**src/rtl/message_scroller_if.sv**
```systemverilog
// message_scroller_if: control, write port and window outputs of the message scroller.
interface message_scroller_if;
  logic en_scroll;
  logic dir;
  logic wr_en;
  logic [3:0] wr_addr;
  logic [3:0] wr_data;
  logic [3:0] char3;
  logic [3:0] char2;
  logic [3:0] char1;
  logic [3:0] char0;
  logic step;
  modport master (
    output en_scroll, dir, wr_en, wr_addr, wr_data,
    input char3, char2, char1, char0, step
  );
  modport slave (
    input en_scroll, dir, wr_en, wr_addr, wr_data,
    output char3, char2, char1, char0, step
  );
endinterface

```
**src/rtl/message_scroller.sv**
```systemverilog
// message_scroller: 16-entry message with a registered 4-character sliding window that scrolls periodically.
module message_scroller #(
  parameter int SCROLL_CYCLES = 16,
  parameter int CNT_WIDTH = 16
) (
  input logic clk,
  input logic reset,
  message_scroller_if.slave bus
);
  localparam logic [CNT_WIDTH-1:0] LAST = CNT_WIDTH'(SCROLL_CYCLES - 1);
  logic [3:0] mem [16];
  logic [3:0] ptr;
  logic [CNT_WIDTH-1:0] cnt;
  logic tc;
  assign tc = bus.en_scroll && cnt == LAST;
  // window reads pre-edge ptr/mem, giving one cycle of latency after any update
  always_ff @(posedge clk or posedge reset) begin
    if (reset) begin
      for (int i = 0; i < 16; i++) mem[i] <= 4'(i);
      ptr <= '0;
      cnt <= '0;
      bus.step <= 1'b0;
      bus.char3 <= 4'h0;
      bus.char2 <= 4'h1;
      bus.char1 <= 4'h2;
      bus.char0 <= 4'h3;
    end else begin
      cnt <= !bus.en_scroll ? cnt : tc ? '0 : cnt + 1'b1;
      bus.step <= tc;
      if (tc) ptr <= bus.dir ? ptr - 4'd1 : ptr + 4'd1;
      if (bus.wr_en) mem[bus.wr_addr] <= bus.wr_data;
      bus.char3 <= mem[ptr];
      bus.char2 <= mem[ptr + 4'd1];
      bus.char1 <= mem[ptr + 4'd2];
      bus.char0 <= mem[ptr + 4'd3];
    end
  end
endmodule

```
**src/flat_wrapper.sv**
```systemverilog
// flat-port wrapper written by rule: the top's interface ports become plain ports
module message_scroller_flat 
#(
  parameter int SCROLL_CYCLES = 16,
  parameter int CNT_WIDTH = 16
)
  (clk, reset, bus_en_scroll, bus_dir, bus_wr_en, bus_wr_addr, bus_wr_data, bus_char3, bus_char2, bus_char1, bus_char0, bus_step);
  message_scroller_if bus_i ();
  input logic clk;
  input logic reset;
  input wire logic [$bits(bus_i.en_scroll)-1:0] bus_en_scroll;
  input wire logic [$bits(bus_i.dir)-1:0] bus_dir;
  input wire logic [$bits(bus_i.wr_en)-1:0] bus_wr_en;
  input wire logic [$bits(bus_i.wr_addr)-1:0] bus_wr_addr;
  input wire logic [$bits(bus_i.wr_data)-1:0] bus_wr_data;
  output wire logic [$bits(bus_i.char3)-1:0] bus_char3;
  output wire logic [$bits(bus_i.char2)-1:0] bus_char2;
  output wire logic [$bits(bus_i.char1)-1:0] bus_char1;
  output wire logic [$bits(bus_i.char0)-1:0] bus_char0;
  output wire logic [$bits(bus_i.step)-1:0] bus_step;
  assign bus_i.en_scroll = bus_en_scroll;
  assign bus_i.dir = bus_dir;
  assign bus_i.wr_en = bus_wr_en;
  assign bus_i.wr_addr = bus_wr_addr;
  assign bus_i.wr_data = bus_wr_data;
  assign bus_char3 = bus_i.char3;
  assign bus_char2 = bus_i.char2;
  assign bus_char1 = bus_i.char1;
  assign bus_char0 = bus_i.char0;
  assign bus_step = bus_i.step;
  message_scroller #(.SCROLL_CYCLES(SCROLL_CYCLES), .CNT_WIDTH(CNT_WIDTH)) u_core (.clk(clk), .reset(reset), .bus(bus_i));
endmodule
```
**config.mk**
```make
export PLATFORM = sky130hd
export DESIGN_NAME = message_scroller_flat
export DESIGN_NICKNAME = d
export VERILOG_FILES = /design/src/rtl/message_scroller_if.sv /design/src/rtl/message_scroller.sv /design/src/flat_wrapper.sv
export SDC_FILE = /design/constraint.sdc
export NUM_CORES = 1
export LEC_CHECK = 0
export CAP_MARGIN = 10
export CORE_MARGIN = 2
export CORE_UTILIZATION = 25
export DETAILED_ROUTE_END_ITERATION = 6
export GPL_TIMING_DRIVEN = 0
export SLEW_MARGIN = 20
export SYNTH_ARGS = -nofsm -noshare
export SYNTH_HDL_FRONTEND = slang
export SYNTH_SLANG_ARGS = --single-unit
```
**constraint.sdc**
```tcl
create_clock -name clk -period 4.7 [get_ports clk]
set_clock_uncertainty 0.2 [all_clocks]
set_input_delay 0.705 -clock clk [delete_from_list [all_inputs] [get_ports clk]]
set_output_delay 0.705 -clock clk [all_outputs]
set_load 0.02 [all_outputs]
```
==> impl_metrics.env <==
export IMPL_initialDrtViolationCount=370
export IMPL_synth_most_common_cell="mux2_2"
export IMPL_finalSetupViolCount=0
export IMPL_cp_common_cell="buf_2"
export IMPL_die_h_um=164
export IMPL_crit_required_ns=4.68
export IMPL_p_clk_frac=0.147
export IMPL_status="finished, final reports clean"
export IMPL_min_from="u_core.cnt[15]$_DFFE_PP0P_"
export IMPL_routed_wl_um=17300
export IMPL_final_setup_worst_slack_ns=0.746
export IMPL_synth_ff_type="dfrtp_1"
export IMPL_hpwl_um=12900
export IMPL_clock_sinks=101
export IMPL_seqPwrFrac=0.281
export IMPL_combPwrFrac=0.572
export IMPL_hold_class="reg2reg"
export IMPL_crit_fanout=13
export IMPL_syn_avg_cell_area_um2=12.2
export IMPL_register_area_mm2=0.00257
export IMPL_worstPathArrival_ns=3.94
export IMPL_cts_hold_fix_buffers=0
export IMPL_final_nets=586
export IMPL_ys_seq_area_frac=0.402
export IMPL_min_period_over_period=0.841
export IMPL_grt_ovfl_total=0
export IMPL_fp_dieW_um=164
export IMPL_hold_viol=0
export IMPL_gp_congestion=0.886
export IMPL_initial_core_util=0.254
export IMPL_coreArea_mm2=0.0252
export IMPL_cts_root_buf="clkbuf_16"
export IMPL_cap_violations=0
export IMPL_path_clk_slew_ns=0.08
export IMPL_reg2regPathDepth=10
export IMPL_yosys_top_cells_count="70 x mux2_2, 65 x dfrtp_1, 62 x nand2_1, 38 x mux4_2, 36 x dfstp_2"
export IMPL_intPower_mw=2.99
export IMPL_period_needed_ns=3.95
export IMPL_worst_pin_slew_ns=0.735
export IMPL_synth_top_area_share=0.254
export IMPL_syn_area_mm2=0.00639
export IMPL_wl_per_cell_um=19.2
export IMPL_post_cts_setup_buffers=0
export IMPL_syn_nets=545
export IMPL_whs_path_depth=1
export IMPL_htreeDepth=3
export IMPL_viasPerCell=5.17
export IMPL_tns_ns=0
export IMPL_peakVddDrop_v=0.000321
export IMPL_multiInputGateArea_mm2=0.00361
export IMPL_insertion_delay_ns=0.36
export IMPL_r2r_slack_ns=0.75
export IMPL_cellLeakagePower_nw=2.86
export IMPL_grt_start_max_net_pins=71
export IMPL_yosys_warnings=0
export IMPL_cp_end_kind="register"
export IMPL_io_pins=30
export IMPL_synthArstFlopShare=1.00
export IMPL_power_total_mw=5.16
export IMPL_antennaDiodeCount=0
export IMPL_max_freq_ghz=0.253
export IMPL_worstSetupPathType="reg2reg"
export IMPL_drive_above_1_share=0.327
export IMPL_synth_edf_count=0
export IMPL_startpoint="u_core.ptr[1]$_DFFE_PP0P_"
export IMPL_num_rows=58
export IMPL_syn2layout_area_growth_pct=16.2
export IMPL_drc=0
export IMPL_cts_buffers=9
export IMPL_dieArea_mm2=0.0269
export IMPL_slew_violations=0
export IMPL_timing_slew_headroom=0.507
export IMPL_synth_seq_cells=101
export IMPL_powerDensity_mw_per_mm2=694
export IMPL_antenna_found_initial=0
export IMPL_r2r_start="u_core.ptr[1]$_DFFE_PP0P_"
export IMPL_grtUsageTotal=0.135
export IMPL_dr_total_vias=4654
export IMPL_cts_resized=0
export IMPL_critPathLaunchType="register"
export IMPL_slowest_stage="clkinv_1"
export IMPL_post_place_ws_ns=0.691
export IMPL_synth_top_area_cell="dfrtp_1"
export IMPL_cts_tree="built"
export IMPL_ys_top_cells_by_area="dfrtp_1 25%, dfstp_2 15%, mux4_2 13%"
export IMPL_rsz0062_at_grt="false"
export IMPL_switching_power_mw=2.17
export IMPL_cts_buffer_depth=2
export IMPL_grt_pass1_wl_um=27400
export IMPL_crit_chain="buf_2 -> buf_2 -> clkinv_1 -> ha_1 -> buf_2 -> clkbuf_1 -> buf_2 -> mux4_2 -> mux2i_1 -> o21ai_0"
export IMPL_synth_cell_types=45
export IMPL_syn_inst=525
export IMPL_cpPeakStageDelay_ns=0.45
export IMPL_n_fill_cell=2514
export IMPL_antenna_left=0
export IMPL_port_buffers=29
export IMPL_sw_frac_of_total=0.420
export IMPL_grt_pass1_vias=4671
export IMPL_drt_pass1_iterations=5
==> final timing paths <==
path,endpoint
min in group asynchronous,u_core.ptr[0]$_DFFE_PP0P_
worst min-delay path,u_core.cnt[15]$_DFFE_PP0P_
max in group asynchronous,u_core.mem[49]$_DFFE_PP1P_
worst max register to register,u_core.bus.char0[2]$_DFF_PP0_
worst max-delay path,u_core.bus.char0[2]$_DFF_PP0_
worst min register to register,u_core.cnt[15]$_DFFE_PP0P_
==> cells by family (layout without fill, tap and decap cells) <==
family                     count (synthesis)  after routing  synth area share
xor gates and xnor gates                  22             22            0.0360
and+or+nand+nor                          175            175             0.142
muxes                                    137            137             0.328
AOI/OAI and AO/OA                         44             44            0.0444
adders and majority gates                  7              7            0.0137
DFF                                      101            101             0.402
buffers and inverters                     39             85            0.0335
==> critical path: cells and delay by family (launching register included) <==
| kind | cells | cell delay (ns) |
|---|---|---|
| buffers and inverters | 6 | 1.97 |
| muxes | 2 | 0.59 |
| adders and majority gates | 1 | 0.44 |
| DFF | 1 | 0.38 |
| AOI/OAI and AO/OA | 1 | 0.18 |
==> layout by cell type, fill, tap and decap left out, types with 3 or more instances in the layout <==
master,instances
mux4_2,38
xor2_1,9
a211oi_1,8
nor2b_1,4
o21ai_0,8
dfrtp_1,65
inv_1,4
dfstp_2,36
nand3_1,13
clkdlybuf4s50_1,29
and2_1,12
o211ai_1,3
nor3_1,8
a31oi_1,8
mux2_2,70
nand2b_1,4
nand4_1,12
xnor2_1,11
a32oi_1,5
a21oi_1,9
and3_1,3
clkbuf_16,9
ha_1,7
mux2i_1,18
mux4_1,10
clkbuf_1,13
buf_2,14
nor2_1,21
nor3b_1,17
nand2_1,62
nand3b_1,11
==> area by class of cell <==
type	count	share of cell area
clock buffers	9	0.0303
well taps	330	0.0556
multi-input cells	385	0.485
repair buffers	30	0.0428
inverters	6	0.00370
plain buffers	33	0.0258
clock inverters	7	0.0104
flip-flops and latches	101	0.346
==> through the flow <==
step	utilization	cells	hold slack [ns]	instance area [µm²]
after CTS	0.295	901	0.281	7430
after floorplan	-	525	0.237	6390
after global placement	0.282	884	0.257	7100
after detailed placement	0.283	885	0.258	7130
after global routing	0.295	901	0.303	7430
final	0.295	901	0.271	7430
==> metal layers <==
| layer | up-vias | track usage | wire length (µm) |
|---|---|---|---|
| met1 | 2363 | 0.190 | 7850 |
| met5 | - | 0 | 0 |
| li1 | 2067 | - | - |
| met2 | 192 | 0.199 | 7690 |
| met3 | 32 | 0.0298 | 1210 |
| met4 | 0 | 0.0586 | 545 |
==> state kept, by name (all words and copies together), names as in the netlist <==
signal,count
u_core.bus.char0,4
u_core.bus.char1,4
u_core.bus.char2,4
u_core.bus.char3,4
u_core.bus.step,1
u_core.cnt,16
u_core.mem,64
u_core.ptr,4
==> power by group through the flow <==
stage	Clock (mW)	Sequential (mW)	Combinational [mW]
2_1_floorplan	0	1.43	2.11
3_3_place_gp	0	1.44	2.95
3_5_place_dp	0	1.45	2.95
4_1_cts	0.780	1.44	2.97
5_1_grt	0.816	1.48	3.19
6_report	0.759	1.45	2.95
(Power assumes the default switching activity.)
